**src/rtl/hash_block_padder_pkg.sv**
```systemverilog
// Shared constants, FSM encoding and byte-swap helper for the hash block padder.
package hash_pkg;

  localparam int          BLOCK_WORDS = 16;
  localparam logic [31:0] PAD_MARKER  = 32'h8000_0000;

  typedef enum logic [1:0] {
    IDLE = 2'd0,
    FILL = 2'd1,
    HOLD = 2'd2
  } pad_state_t;

  function automatic logic [31:0] swap32(input logic [31:0] x);
    return {x[7:0], x[15:8], x[23:16], x[31:24]};
  endfunction

endpackage

```
**src/rtl/hash_block_padder_if.sv**
```systemverilog
// Message request, memory read port and block output of the padder; master is the padder side.
interface hash_block_padder_if #(
  parameter int ADDR_W = 16
);

  logic              start;
  logic [ADDR_W-1:0] message_addr;
  logic [31:0]       size;
  logic [ADDR_W-1:0] mem_addr;
  logic              mem_we;
  logic [31:0]       mem_read_data;
  logic              blk_valid;
  logic              blk_ready;
  logic [511:0]      blk_data;
  logic              blk_last;
  logic              busy;
  logic              done;

  modport master (
    input  start, message_addr, size, mem_read_data, blk_ready,
    output mem_addr, mem_we, blk_valid, blk_data, blk_last, busy, done
  );

  modport slave (
    output start, message_addr, size, mem_read_data, blk_ready,
    input  mem_addr, mem_we, blk_valid, blk_data, blk_last, busy, done
  );

endinterface

```
**src/rtl/hash_block_padder_pad_word_gen.sv**
```systemverilog
// Produces stream word g of the padded message from the captured length and the fetched memory word.
// Purely combinational; no flow control of its own.
module hash_pad_word_gen
  import hash_pkg::*;
(
  input  logic [31:0] g,
  input  logic [31:0] nw,
  input  logic [1:0]  rb,
  input  logic [31:0] nb,
  input  logic [31:0] size,
  input  logic [31:0] mem_read_data,
  output logic [31:0] word
);

  logic [31:0] total_words;
  logic [31:0] swapped;

  assign total_words = 32'(nb * BLOCK_WORDS);
  assign swapped     = swap32(mem_read_data);

  // Length words take priority, then message data, then the marker word.
  always_comb begin
    word = '0;
    if (g == total_words - 32'd1) begin
      word = size << 3;
    end else if (g == total_words - 32'd2) begin
      word = {29'd0, size[31:29]};
    end else if (g < nw) begin
      word = swapped;
    end else if (g == nw) begin
      case (rb)
        2'd0:    word = PAD_MARKER;
        2'd1:    word = (swapped & 32'hFF00_0000) | 32'h0080_0000;
        2'd2:    word = (swapped & 32'hFFFF_0000) | 32'h0000_8000;
        default: word = (swapped & 32'hFFFF_FF00) | 32'h0000_0080;
      endcase
    end
  end

endmodule

```
**src/rtl/hash_block_padder.sv**
```systemverilog
// Fetches, byte-swaps and pads a message into 512-bit blocks; block valid 17 edges after start/accept.
// Holds each block (data, last, mem_addr frozen) until blk_ready; one outstanding block at a time.
module hash_block_padder
  import hash_pkg::*;
#(
  parameter int ADDR_W      = 16,
  parameter int BLOCK_WORDS = 16
) (
  input logic                 clk,
  input logic                 reset_n,
  hash_block_padder_if.master bus
);

  localparam logic [1:0] ST_IDLE = IDLE;
  localparam logic [1:0] ST_FILL = FILL;
  localparam logic [1:0] ST_HOLD = HOLD;

  logic [1:0]        state;
  logic [4:0]        slot;
  logic [31:0]       size_q;
  logic [31:0]       nb_q;
  logic [31:0]       blk_cnt;
  logic [31:0]       blk_base;
  logic [ADDR_W-1:0] addr_q;
  logic [31:0]       buf_q [BLOCK_WORDS];
  logic              last_q;
  logic              done_q;
  logic [31:0]       cap_g;
  logic [3:0]        cap_idx;
  logic [31:0]       gen_word;
  logic [511:0]      blk_flat;

  // Slot k issues word k and captures word k-1, so the captured word trails by one.
  assign cap_g   = blk_base + {27'd0, slot} - 32'd1;
  assign cap_idx = 4'(slot - 5'd1);

  hash_pad_word_gen u_word_gen (
    .g             (cap_g),
    .nw            ({2'b00, size_q[31:2]}),
    .rb            (size_q[1:0]),
    .nb            (nb_q),
    .size          (size_q),
    .mem_read_data (bus.mem_read_data),
    .word          (gen_word)
  );

  always_ff @(posedge clk) begin
    if (!reset_n) begin
      state    <= ST_IDLE;
      slot     <= '0;
      size_q   <= '0;
      nb_q     <= '0;
      blk_cnt  <= '0;
      blk_base <= '0;
      addr_q   <= '0;
      last_q   <= 1'b0;
      done_q   <= 1'b0;
      for (int i = 0; i < BLOCK_WORDS; i++) buf_q[i] <= '0;
    end else begin
      done_q <= 1'b0;
      case (state)
        ST_IDLE: begin
          if (bus.start) begin
            size_q   <= bus.size;
            nb_q     <= 32'((({1'b0, bus.size} + 33'd8) >> 6) + 33'd1);
            addr_q   <= bus.message_addr;
            blk_cnt  <= '0;
            blk_base <= '0;
            slot     <= '0;
            state    <= ST_FILL;
          end
        end
        ST_FILL: begin
          if (slot != 5'd0) buf_q[cap_idx] <= gen_word;
          if (slot < 5'd15) addr_q <= addr_q + ADDR_W'(1);
          if (slot == 5'd16) begin
            state  <= ST_HOLD;
            last_q <= (blk_cnt == nb_q - 32'd1);
          end else begin
            slot <= slot + 5'd1;
          end
        end
        ST_HOLD: begin
          if (bus.blk_ready) begin
            last_q <= 1'b0;
            if (last_q) begin
              state  <= ST_IDLE;
              done_q <= 1'b1;
            end else begin
              state    <= ST_FILL;
              slot     <= '0;
              blk_cnt  <= blk_cnt + 32'd1;
              blk_base <= blk_base + 32'd16;
              addr_q   <= addr_q + ADDR_W'(1);
            end
          end
        end
        default: state <= ST_IDLE;
      endcase
    end
  end

  always_comb begin
    blk_flat = '0;
    for (int i = 0; i < BLOCK_WORDS; i++) blk_flat[32*(BLOCK_WORDS-1-i) +: 32] = buf_q[i];
  end

  assign bus.mem_addr  = addr_q;
  assign bus.mem_we    = 1'b0;
  assign bus.blk_valid = (state == ST_HOLD);
  assign bus.blk_data  = blk_flat;
  assign bus.blk_last  = last_q;
  assign bus.busy      = (state != ST_IDLE);
  assign bus.done      = done_q;

endmodule

```
**src/flat_wrapper.sv**
```systemverilog
// flat-port wrapper written by rule: the top's interface ports become plain ports
module hash_block_padder_flat import hash_pkg::*;
#(
  parameter int ADDR_W      = 16,
  parameter int BLOCK_WORDS = 16
)
  (clk, reset_n, bus_start, bus_message_addr, bus_size, bus_mem_read_data, bus_blk_ready, bus_mem_addr, bus_mem_we, bus_blk_valid, bus_blk_data, bus_blk_last, bus_busy, bus_done);
  hash_block_padder_if #(.ADDR_W(ADDR_W)) bus_i ();
  input logic clk;
  input logic reset_n;
  input wire logic [$bits(bus_i.start)-1:0] bus_start;
  input wire logic [$bits(bus_i.message_addr)-1:0] bus_message_addr;
  input wire logic [$bits(bus_i.size)-1:0] bus_size;
  input wire logic [$bits(bus_i.mem_read_data)-1:0] bus_mem_read_data;
  input wire logic [$bits(bus_i.blk_ready)-1:0] bus_blk_ready;
  output wire logic [$bits(bus_i.mem_addr)-1:0] bus_mem_addr;
  output wire logic [$bits(bus_i.mem_we)-1:0] bus_mem_we;
  output wire logic [$bits(bus_i.blk_valid)-1:0] bus_blk_valid;
  output wire logic [$bits(bus_i.blk_data)-1:0] bus_blk_data;
  output wire logic [$bits(bus_i.blk_last)-1:0] bus_blk_last;
  output wire logic [$bits(bus_i.busy)-1:0] bus_busy;
  output wire logic [$bits(bus_i.done)-1:0] bus_done;
  assign bus_i.start = bus_start;
  assign bus_i.message_addr = bus_message_addr;
  assign bus_i.size = bus_size;
  assign bus_i.mem_read_data = bus_mem_read_data;
  assign bus_i.blk_ready = bus_blk_ready;
  assign bus_mem_addr = bus_i.mem_addr;
  assign bus_mem_we = bus_i.mem_we;
  assign bus_blk_valid = bus_i.blk_valid;
  assign bus_blk_data = bus_i.blk_data;
  assign bus_blk_last = bus_i.blk_last;
  assign bus_busy = bus_i.busy;
  assign bus_done = bus_i.done;
  hash_block_padder #(.ADDR_W(ADDR_W), .BLOCK_WORDS(BLOCK_WORDS)) u_core (.clk(clk), .reset_n(reset_n), .bus(bus_i));
endmodule
```
**config.mk**
```make
export PLATFORM = sky130hd
export DESIGN_NAME = hash_block_padder_flat
export DESIGN_NICKNAME = d
export VERILOG_FILES = /design/src/rtl/hash_block_padder_pkg.sv /design/src/rtl/hash_block_padder_if.sv /design/src/rtl/hash_block_padder_pad_word_gen.sv /design/src/rtl/hash_block_padder.sv /design/src/flat_wrapper.sv
export SDC_FILE = /design/constraint.sdc
export NUM_CORES = 1
export LEC_CHECK = 0
export CORE_ASPECT_RATIO = 2
export CORE_UTILIZATION = 40
export CTS_CLUSTER_DIAMETER = 120
export DETAILED_ROUTE_END_ITERATION = 10
export DONT_BUFFER_PORTS = 1
export HOLD_SLACK_MARGIN = 0.02
export PLACE_DENSITY_LB_ADDON = 0.3
export SYNTH_ARGS = -nofsm -noshare
export SYNTH_HDL_FRONTEND = slang
export SYNTH_SLANG_ARGS = --single-unit
export TNS_END_PERCENT = 5
```
**constraint.sdc**
```tcl
create_clock -name clk -period 5.4 [get_ports clk]
set_input_delay 1.62 -clock clk [delete_from_list [all_inputs] [get_ports clk]]
set_output_delay 1.62 -clock clk [all_outputs]
set_load 0.01 [all_outputs]
```
==> run summary <==
The synthesized instance count came out at 2,816. The number of buffers inserted by hold repair at cts came out at 0. Summing all multi-input logic gate instances after layout gives 12,300 µm². The count of nets left with antenna violations after detail routing came out at 0.

The region available for standard cell placement spans 77,800 µm². The clock latency on the worst-skew pair is 0.69 ns. The slowest stage of the critical path is the sky130_fd_sc_hd__a2111o_1 cell. The final count of hold timing violations came out at 0. The biggest area consumer among synthesized cells is sky130_fd_sc_hd__edfxtp_1. Summed over all layers, the routed wires come to 125,000 µm. Once the floorplan was initialized, standard cells occupied 40.3% of the core. The site row count came out at 145. The initial antenna violation count was 6. The proportion of netlist area held by the largest area contributor came out at 49.0%. Once routing completed, OpenROAD measured the worst setup slack at 0.153 ns. In this run the worst path has a maximum fanout of 8. The pre-antenna-repair detailed-routing pass consisted of 6 iterations. The critical path goes through buf_4, ha_1, buf_4, and4_2, nand3_1, a21o_4, buf_4, a2111o_1, o211a_4, ha_1, nand4_1, nor4_4, and3_4, buf_4, a221oi_2, buf_4, mux2i_4, nor2b_2, a22oi_2, clkbuf_16, nor2_1. The data required time at the worst endpoint came out at 5.82 ns. For this run, the post-layout net count is 3,098. The average cell area after synthesis came out at 11.1 µm². After the flow finishes, the layout carries non-filler instances totaling 3,985. The flow ran to the end, and the final reports show no timing, DRC or antenna violations. The wire length per cell after detailed routing came out at 31.3 µm. The final count of pins violating max slew came out at 0. The number of buffer cells added on primary ports is 0. The final weighted congestion in routability-driven placement came out at 1.04. The most common cell after layout, fill and taps aside is sky130_fd_sc_hd__edfxtp_1.

The leakage power is 0.0130 µW. The most frequently used flop master after synthesis is sky130_fd_sc_hd__edfxtp_1. The number of flops mapped to enable cells by yosys is 512. Counting stages on the worst path, the most repeated cell is sky130_fd_sc_hd__buf_4. The floorplan die height came out at 398 µm. Across all layers, the routed design uses 24,000 vias. The remaining routing DRC violations came out at 0. The combined global-route utilization of all metal layers came out at 30.6%. The total of warnings raised by yosys came out at 0. The first global-routing pass estimated 172,000 µm of wire.

The shortest period the worst path allows came out at 5.25 ns. Setup violations remaining at the end of the flow were counted as 0. The maximum frequency from static timing analysis is 0.191 GHz. The type of the worst setup path is register to register. In this run the tightest slew margin relative to its limit is 17.9%. Power comes to 11,300 µW. The area growth from synthesis to layout is 15.9%. For the pin with the worst max-slew slack, the measured transition is 1.23 ns. The mapped cell area is 31,400 µm².

The final setup skew is 0.0616 ns. The flip-flop and latch area came out at 18,300 µm². The worst slack after detailed placement came out at -0.0780 ns.

The floorplan step set the die width to 200 µm. The clock-pin transition on the worst setup and hold timing paths came out at 0.07 ns. The clock tree buffer depth came out at 3. After routing the design area is 36,400 µm². After synthesis, the share of flip-flops with an asynchronous set or reset is 0%.

The kind of launch point of the worst setup path is a register. In this run the number of H-tree levels came out at 2. Across the run, the number of max-cap violations was 0. The synthesized design contains 657 register bits. The detailed router finished its first iteration with 2,112 violations.

Ranked by total cell area, the synthesized netlist is headed by sky130_fd_sc_hd__edfxtp_1, sky130_fd_sc_hd__dfxtp_1, sky130_fd_sc_hd__a21oi_1. The kind of capture point of the worst setup path is a register. The number of filler cells placed in the layout came out at 7,047. The netlist uses 84 different library cells. The pin count of the biggest net entering global routing is 108.

In this run the cell area measured after placement is 34,100 µm². The CTS buffer count came out at 57. Clock tree synthesis selected as its root buffer the cell sky130_fd_sc_hd__clkbuf_16.

In this run the worst hold path is classified as register to register. In the layout the commonest cells are sky130_fd_sc_hd__edfxtp_1, sky130_fd_sc_hd__a21oi_1, sky130_fd_sc_hd__nor2_1. The worst IR drop on VDD is 289 µV. Sequential elements use 58.2% of the synthesized area. The instance count after placement with tap cells included came out at 3,865. Measured on the finished design, the core utilization comes to 46.7%. The estimated wirelength of the detail-placed design came out at 92,100 µm.

The average via count per standard cell came out at 6.02. For this design, the sink count on the clock tree is 657. The die footprint is 79,700 µm². The data arrival time of the critical path came out at 5.67 ns. The total congestion overflow after global routing is 0. The net count after synthesis came out at 3,009. The maximum single-stage delay on the critical path is 0.42 ns. TritonCTS built the clock tree. 617 I/O pins were placed. The power per standard cell area is 311 nW/µm². The ratio of cells with drive above 1 in the final layout came out at 16.7%. The part of the cycle the worst path needs is 97.2%. The number of global-route vias before repair came to 23,600.
## report_power, final
group | switching (µW) | internal, µW | leakage, µW
registers | 258 | 5630 | 0.00647
logic | 798 | 440 | 0.00564
clock network | 2010 | 2170 | 0.000898
total | 3070 | 8240 | 0.0130
## routing by layer
metal	vias up	GRT usage, %	part of all wire [%]
li1	10400	-	-
met1	11700	29.8	30
met2	1529	55.4	52
met3	395	6.95	9.3
met4	0	23.1	8.6
met5	-	0	0
## critical path, delay by kind of cell, from the launching register on
| family | cells | cell delay, ns |
|---|---|---|
| fa+ha+maj | 2 | 0.62 |
| compound gates | 5 | 1.62 |
| buf+inv | 6 | 1.08 |
| mux | 1 | 0.31 |
| flops | 1 | 0.34 |
| simple gates | 7 | 1.00 |
## registers in the layout, indices dropped and copies added, names as in the netlist
register	cells
u_core.blk_base	28
u_core.bus.mem_addr	16
u_core.state	2
u_core.slot	5
u_core.bus.done	1
u_core.nb_q	28
u_core.size_q	32
u_core.bus.blk_last	1
u_core.blk_cnt	32
u_core.buf_q	512
## synth_stat cells (all sizes together) (18+ instances only)
cell type,count
buf,50
inv,94
a21oi,434
clkbuf,143
dfxtp,145
nor3,91
nor2,248
nand4,67
o211a,27
nand3,81
ha,108
o21a,19
and3,28
a21boi,42
nor4,23
nand2,222
o21ai,61
nor2b,18
a21o,20
xnor2,97
and2,28
edfxtp,512
xor2,72
## cells by family (layout without fill, tap and decap cells)
group | Yosys count | after routing | share of synthesized area (%)
mux | 11 | 11 | 0.403
flops | 657 | 657 | 58.2
simple gates | 874 | 874 | 14.2
buf+inv | 288 | 423 | 3.93
other cells | 1 | 6 | 0.0119
compound gates | 694 | 694 | 13.2
fa+ha+maj | 109 | 109 | 4.37
xor+xnor | 182 | 182 | 5.65
## final timing paths
| kind | cells after the start | from | slack [ns] | to |
|---|---|---|---|---|
| worst max-delay path | 21 | u_core.blk_base[9] | 0.15 | u_core.buf_q[14][7] |
| worst min register to register | 2 | u_core.size_q[3] | 0.48 | u_core.size_q[3] |
| worst min-delay path | 2 | u_core.size_q[3] | 0.48 | u_core.size_q[3] |
| worst max register to register | 21 | u_core.blk_base[9] | 0.15 | u_core.buf_q[14][7] |
## per-stage QoR
| step | setup TNS, ns | hold slack, ns |
|---|---|---|
| 2_1_floorplan | 0 | 0.443 |
| 3_3_place_gp | -4.42 | 0.457 |
| 3_5_place_dp | -1.55 | 0.467 |
| 4_1_cts | 0 | 0.480 |
| 5_1_grt | -0.413 | 0.506 |
| 6_report | 0 | 0.476 |
## layout make-up
class | instances | area share, %
diodes | 5 | 0.0344
flip-flops and latches | 657 | 50.3
well taps | 1029 | 3.54
clock inverters | 35 | 1.00
inverters | 95 | 0.980
multi-input cells | 1871 | 33.8
repair buffers | 223 | 6.22
clock buffers | 70 | 4.14
## what timing repair did
item,4_1_cts,5_1_grt
pin swaps,0,19
cloned,0,2
resized for setup,4,69
endpoints found under the setup margin,32,477
buffers inserted,0,8
Note: power is estimated with default switching activity, not from simulation.
